===== src/rtl/load_store_unit.sv =====
// load_store_unit
//
// Memory-stage load/store engine for the RISC-V core. Accepts one load or
// store per request, drives a held read/write handshake toward data memory
// with lane byte enables, and aligns and extends returned load data for the
// writeback select multiplexer. Misaligned or illegal requests never reach
// memory; they complete through a one-cycle error response.
//
// Ports:
//   clk              rising-edge clock
//   rst_n            asynchronous active-low reset
//   start            request strobe, only looked at while idle
//   is_store         1 = store, 0 = load
//   funct3           RV32I width/sign code
//   addr             byte address
//   store_data       rs2 value (low bits used for SB/SH)
//   mem_resp         one-cycle memory completion pulse
//   mem_rdata        read word, valid with mem_resp
//   mem_read         read request, held until mem_resp
//   mem_write        write request, held until mem_resp
//   mem_address      word-aligned address
//   mem_byte_enable  write lane enables, all ones for reads
//   mem_wdata        lane-replicated store data
//   busy             unit is not idle
//   done             one-cycle completion pulse
//   err              qualifies done: request was misaligned or illegal
//   load_data        aligned and extended result of the last completed load

module load_store_unit (
    input  logic        clk,
    input  logic        rst_n,
    input  logic        start,
    input  logic        is_store,
    input  logic [2:0]  funct3,
    input  logic [31:0] addr,
    input  logic [31:0] store_data,
    input  logic        mem_resp,
    input  logic [31:0] mem_rdata,
    output logic        mem_read,
    output logic        mem_write,
    output logic [31:0] mem_address,
    output logic [3:0]  mem_byte_enable,
    output logic [31:0] mem_wdata,
    output logic        busy,
    output logic        done,
    output logic        err,
    output logic [31:0] load_data
);

    typedef enum logic [1:0] {
        IDLE,
        ACCESS,
        DONE,
        FAULT
    } state_t;

    state_t      state;
    state_t      state_next;

    logic [31:0] addr_q;
    logic [2:0]  funct3_q;
    logic        is_store_q;
    logic [31:0] wdata_q;
    logic [3:0]  be_q;
    logic [31:0] load_q;

    logic        legal;
    logic        misaligned;
    logic [31:0] fmt_wdata;
    logic [3:0]  fmt_be;
    logic [31:0] shifted;
    logic [31:0] extracted;

    // Classify the incoming request. Only funct3[1:0] matters for alignment;
    // codes with funct3[1:0] == 11 are rejected by the legality check anyway.
    always_comb begin
        legal = 1'b0;
        if (is_store) begin
            legal = funct3 inside {3'b000, 3'b001, 3'b010};
        end else begin
            legal = funct3 inside {3'b000, 3'b001, 3'b010, 3'b100, 3'b101};
        end
        misaligned = ((funct3[1:0] == 2'b01) && addr[0]) ||
                     ((funct3[1:0] == 2'b10) && (addr[1:0] != 2'b00));
    end

    // Replicate store data across every lane so the byte enables alone pick
    // which bytes land in memory. Reads always fetch the whole word.
    always_comb begin
        fmt_wdata = store_data;
        fmt_be    = 4'b1111;
        case (funct3[1:0])
            2'b00: begin
                fmt_wdata = {4{store_data[7:0]}};
                fmt_be    = 4'b0001 << addr[1:0];
            end
            2'b01: begin
                fmt_wdata = {2{store_data[15:0]}};
                fmt_be    = 4'b0011 << addr[1:0];
            end
            default: begin
                fmt_wdata = store_data;
                fmt_be    = 4'b1111;
            end
        endcase
        if (!is_store) begin
            fmt_be = 4'b1111;
        end
    end

    // Shift the addressed byte/halfword down to bit 0, then extend it.
    always_comb begin
        shifted   = mem_rdata >> {addr_q[1:0], 3'b000};
        extracted = shifted;
        case (funct3_q)
            3'b000:  extracted = {{24{shifted[7]}}, shifted[7:0]};
            3'b100:  extracted = {24'h000000, shifted[7:0]};
            3'b001:  extracted = {{16{shifted[15]}}, shifted[15:0]};
            3'b101:  extracted = {16'h0000, shifted[15:0]};
            default: extracted = shifted;
        endcase
    end

    // State register.
    always_ff @(posedge clk or negedge rst_n) begin
        if (!rst_n) begin
            state <= IDLE;
        end else begin
            state <= state_next;
        end
    end

    // Next-state and handshake outputs. The request lines come only from
    // registered state so they drop the instant reset is asserted.
    always_comb begin
        state_next = state;
        mem_read   = 1'b0;
        mem_write  = 1'b0;
        done       = 1'b0;
        err        = 1'b0;
        busy       = (state != IDLE);
        case (state)
            IDLE: begin
                if (start) begin
                    state_next = (!legal || misaligned) ? FAULT : ACCESS;
                end
            end
            ACCESS: begin
                mem_read  = !is_store_q;
                mem_write = is_store_q;
                if (mem_resp) begin
                    state_next = DONE;
                end
            end
            DONE: begin
                done       = 1'b1;
                state_next = IDLE;
            end
            FAULT: begin
                done       = 1'b1;
                err        = 1'b1;
                state_next = IDLE;
            end
            default: state_next = IDLE;
        endcase
    end

    // Request capture while idle, and load result capture on completion.
    // A store or a faulted request leaves load_q untouched.
    always_ff @(posedge clk or negedge rst_n) begin
        if (!rst_n) begin
            addr_q     <= 32'h0;
            funct3_q   <= 3'b000;
            is_store_q <= 1'b0;
            wdata_q    <= 32'h0;
            be_q       <= 4'b0000;
            load_q     <= 32'h0;
        end else begin
            if ((state == IDLE) && start) begin
                addr_q     <= addr;
                funct3_q   <= funct3;
                is_store_q <= is_store;
                wdata_q    <= fmt_wdata;
                be_q       <= fmt_be;
            end
            if ((state == ACCESS) && mem_resp && !is_store_q) begin
                load_q <= extracted;
            end
        end
    end

    assign mem_address     = {addr_q[31:2], 2'b00};
    assign mem_byte_enable = be_q;
    assign mem_wdata       = wdata_q;
    assign load_data       = load_q;

endmodule

===== config.mk =====
export PLATFORM = sky130hd
export DESIGN_NAME = load_store_unit
export DESIGN_NICKNAME = d
export VERILOG_FILES = /design/src/rtl/load_store_unit.sv
export SDC_FILE = /design/constraint.sdc
export NUM_CORES = 1
export LEC_CHECK = 0
export CAP_MARGIN = 20
export CORE_MARGIN = 2
export CORE_UTILIZATION = 44
export CTS_CLUSTER_DIAMETER = 30
export CTS_CLUSTER_SIZE = 20
export DETAILED_ROUTE_END_ITERATION = 16
export GPL_ROUTABILITY_DRIVEN = 0
export PLACE_DENSITY = 0.89
export SLEW_MARGIN = 10
export SYNTH_ARGS = -nofsm -noshare
export SYNTH_HDL_FRONTEND = slang
export SYNTH_SLANG_ARGS = --single-unit

===== constraint.sdc =====
create_clock -name clk -period 2.2 [get_ports clk]
set_input_delay 0.22 -clock clk [delete_from_list [all_inputs] [get_ports clk]]
set_output_delay 0.22 -clock clk [all_outputs]
set_load 0.01 [all_outputs]

* After elaboration in Yosys (flattened, before gate mapping)
Cells that the tools add are included.
** Word-level totals
- Register bits after elaboration :: 106
- Bits in latches :: 0
- Bits in writable memories :: 0
- Memory bits (read-only) :: 0
- Input bits :: 104
- Output and inout port bits :: 105
- Word-level logic and storage cells :: 56
- Memories kept :: 0
** Operators by class
- $add $sub $neg :: 0
- Multipliers :: 0
- Divide/modulo/power cells :: 0
- Order comparisons :: 0
- Equal/unequal tests :: 14
- Shift operators :: 3
- Muxes and demuxes :: 13
- Bitwise gates (word level) :: 0
- Reduce and logical (&&, ||, !) cells :: 19
** Operator list (count)
- $pmux W32 S4 :: 1
- $pmux W32 S2 :: 1
- $shr A32 B5 Y32 :: 1
- $eq A3 B3 Y1 const B :: 4
- $pmux W4 S2 :: 1
- $eq A2 B2 Y1 const B :: 3
- $eq A3 B1 Y1 const B :: 2
- $logic_not A3 Y1 :: 2
- $mux W2 :: 3
- $pmux W2 S3 :: 1
- $logic_and A1 B1 Y1 :: 5
- $mux W1 :: 5
- $reduce_bool A5 Y1 :: 1
- $eq A2 B1 Y1 const B :: 2
- $logic_not A2 Y1 :: 2
- $mux W4 :: 1
- $ne A2 B2 Y1 const B :: 2
- $reduce_bool A2 Y1 :: 2
- $shl A1 B2 Y4 const A :: 1
- $shl A2 B2 Y4 const A :: 1
- $eq A3 B2 Y1 const B :: 1
- $reduce_bool A3 Y1 :: 1
- $logic_not A1 Y1 :: 2
- $logic_or A1 B1 Y1 :: 2
- other kinds (2) :: 2

* Longest topological paths before layout
- Depth in word-level cells :: 8
- Depth in mapped cells :: 7
- Mapped depth without buffers :: 4

* Worst setup path before layout
OpenSTA, ideal clock, no wires.
- Path type :: register to register
- From :: register state[1]
- To :: register load_q[6] (netlist: load_data[6])
- Data arrival time :: 1495 ps
- Setup slack :: 577 ps
- Cell stages (with the launch flop) :: 7
- Path buffers :: 3
- Period minus slack after synthesis :: 1623 ps
- Cells stage by stage :: dfrtp_1 buf_2 nor3b_4 and2_1 buf_4 buf_6 mux2_1
** On the way
- Word-level cells in the longest chain between the ends :: 3
** RTL lines
- start: declaration :: line 57 : state_t state;
- start signal: assignment :: line 129 : state <= state_next;
- $eq A2 B1 Y1 :: line 186 : if ((state == ACCESS) && mem_resp && !is_store_q) begin
- $logic_and A1 B1 Y1 (2 in a row) :: line 186
- end signal: assignment :: line 187 : load_q <= extracted;
- end: declaration :: line 65 : logic [31:0] load_q;
No other way between the ends.
A chain may end at the register's enable or synchronous reset.

* Final worst setup path
- From :: register state[1]
- To :: output mem_read
** On the way
- Word-level cells in the longest chain between the ends :: 2
** RTL lines
- $eq A2 B1 Y1 :: line 142 : case (state)
- $mux W1 :: line 142
- end: declaration :: line 39 : output logic mem_read,
No other way between the ends.

==> flow_summary.yaml <==
outcome:
  outcome: "finished, final reports clean"
power_and_ir_drop:
  comb_power_share_pct: 48.7
  p_int_mw: 6.60
  p_switching_mw: 3.67
  ir_drop_mv: 0.750
  seqPwrFrac_pct: 34.8
  p_per_area_nw_per_um2: 1380
  power.share.clock_pct: 16.6
  swShare_pct: 35.7
  total_leakage_power_nw: 3.34
die:
  ios: 209
  dieArea_um2: 12700
  row_count: 39
  core_um2: 11500
  die_w_um: 112
  start_util_pct: 45.2
  fp.dieH_um: 112
synth:
  synth_async_sr_flop_share_pct: 100
  synth_cells: 556
  synth_largest_area_cell: "dfrtp_1"
  synth_flop_cell: "dfrtp_1"
  synthDominantCellAreaShare_pct: 51.2
  synth_area_leaders: "dfrtp_1 51%, nand2_1 12%, mux2i_1 7.9%"
  netlist_area_um2: 5180
  synth_edf_count: 0
  synth_cell_types: 43
  yosys_warnings: 0
  synth-seq-cells: 106
  ys_seq_area_share_pct: 51.2
  syn_area_per_cell_um2: 9.31
place:
  port_buffers: 206
  hpwl_mm: 11.1
sta:
  period_share_pct: 86.1
  slew_violations: 0
  timing.setup.tns_ps: 0
  rsz0062_at_grt: "false"
  tightest_slew_ps: 618
  min_period_ps: 1890
  hold_violations: 0
  fin_worst_skew_ps: 3.63
  slew_headroom_pct: 58.6
  whs_ps: 412
  clock.fmax_ghz: 0.528
  setup_viol: 0
worst_setup_path:
  reg2reg_setup_slack_ps: 390
  crit_required_ps: 1980
  cp.arrival_ps: 1670
  reg2reg_depth: 5
  criticalPathCategory: "flip-flop to output port"
  r2r_start: "state[1]"
  path_max_fanout: 9
  end_kind: "output port"
  reg2reg_to: "load_data[25]"
  critPathLaunchType: "flip-flop"
clocking:
  cts_made_buffers: 9
  htree_num_levels: 3
  clk_path_buf_depth: 2
  clock-root-buffer: "clkbuf_16"
  clock-sinks: 106
  clk_pin_slew_ps: 70
  postCtsSetupRepairBufs: 0
  cts_tree: "built"
  clk_latency_ps: 330
grt:
  grt_pass1_vias: 4628
  grt_max_degree: 67
  antenna_found_initial: 0
  gr-total-overflow: 0
  grt_pass1_wl_mm: 23.4
  grt_usage_pct: 23.1
worst_hold_path:
  hold_depth: 3
  hp-class: "input port to flip-flop"
  hp-start: "addr[21]"
  hold_path_end: "addr_q[21]"
drt:
  wl_mm: 14.7
  wl_per_cell_um: 16.9
  via_count: 4616
  drt-pass1-iter-count: 5
  drc_errors: 0
  drt_iter0_markers: 346
  vias_per_cell: 5.32
  antenna_left: 0
finish:
  syn2layout_area_growth_pct: 44.1
  nFillCells: 954
  multi_input_area_um2: 2110
  final_nets: 824
  antenna_cells: 0
  drive_above_1_share_pct: 5.79
  seqCellArea_um2: 2650
run:
  cap_viol_max_count: 0
[stage by stage]
stage / util, % / std cells / power [mW] / area, um2 / setup slack, ps
2_1_floorplan: - / 557 / 6.26 / 5180 / 577
3_3_place_gp: 62.2 / 851 / 8.38 / 7140 / 417
3_5_place_dp: 62.2 / 851 / 8.60 / 7140 / 358
4_1_cts: 65.1 / 868 / 10.3 / 7460 / 278
5_1_grt: 65.1 / 868 / 10.9 / 7460 / 191
6_report: 65.1 / 868 / 10.3 / 7460 / 305
[registers in the layout (all words and copies together), names as in the netlist]
register / cells
funct3_q: 3
addr_q: 32
state: 2
load_data: 32
mem_byte_enable: 4
is_store_q: 1
mem_wdata: 32
[power groups by stage]
stage | clock network [mW] | registers, mW | logic, mW
after floorplan | 0 | 3.68 | 2.58
after global placement | 0 | 3.55 | 4.83
after detailed placement | 0 | 3.59 | 5.01
after CTS | 1.74 | 3.57 | 5.03
after global routing | 1.83 | 3.69 | 5.43
final | 1.70 | 3.57 | 5.00
[worst max-delay path by stage]
stage                             start       endpoint
final                          state[1]       mem_read
after global placement    mem_rdata[31]  load_data[14]
after global routing           state[1]       mem_read
after CTS                      state[1]       mem_read
after floorplan                state[1]   load_data[6]
after detailed placement          start  mem_wdata[21]
[kinds of logic after synthesis]
logic type | count (synthesis) | synth area share (%)
DFF | 106 | 51.2
buffers and inverters | 68 | 8.36
and+or+nand+nor | 220 | 17.6
AOI/OAI and AO/OA | 112 | 12.8
other | 1 | 0.0724
muxes | 49 | 9.88
[Yosys cell counts (7+ instances only)]
library cell / n
o21ai_0: 32
dfrtp_1: 106
nor2_1: 31
a211oi_1: 9
buf_2: 16
a21oi_1: 42
buf_4: 36
a22o_1: 7
mux2i_1: 41
nor2b_1: 7
nand2_1: 162
clkbuf_1: 9
o22a_1: 8
[cell type report]
cell class	count	area share, %
sequential	106	35.6
multi-input combinational	383	28.2
tap	143	2.40
inverter	2	0.101
clock inverter	2	0.805
timing repair buffer	218	29.5
clock buffer	14	3.40
[placed cells by master, fill, tap and decap left out, types with 6 or more instances in the layout]
cell / instances
clkdlybuf4s50_1: 205
nand2_1: 162
dfrtp_1: 106
a21oi_1: 42
mux2i_1: 41
o21ai_0: 32
nor2_1: 30
a211oi_1: 9
clkbuf_16: 9
o22a_1: 8
buf_4: 8
a22o_1: 7
nor2b_1: 7
o21ai_1: 6
mux2_2: 6
[worst max-delay path: stages, from the launching register on]
cell             delay (ps)
dfrtp_1                 490
nor3b_4                 260
clkdlybuf4s50_1         590
[per-layer routing]
metal | GRT usage [%] | up-vias | part of all wire, %
li1 | - | 2157 | -
met1 | 28.0 | 2201 | 40
met2 | 39.2 | 226 | 49
met3 | 5.94 | 32 | 8.2
met4 | 9.84 | 0 | 2.9
met5 | 0 | - | 0
[timing repair]
action / 4_1_cts / 5_1_grt
hold endpoints to repair: 39 / 0
resized for setup: 0 / 0
hold buffers: 1 / 0
(Power assumes the default switching activity.)
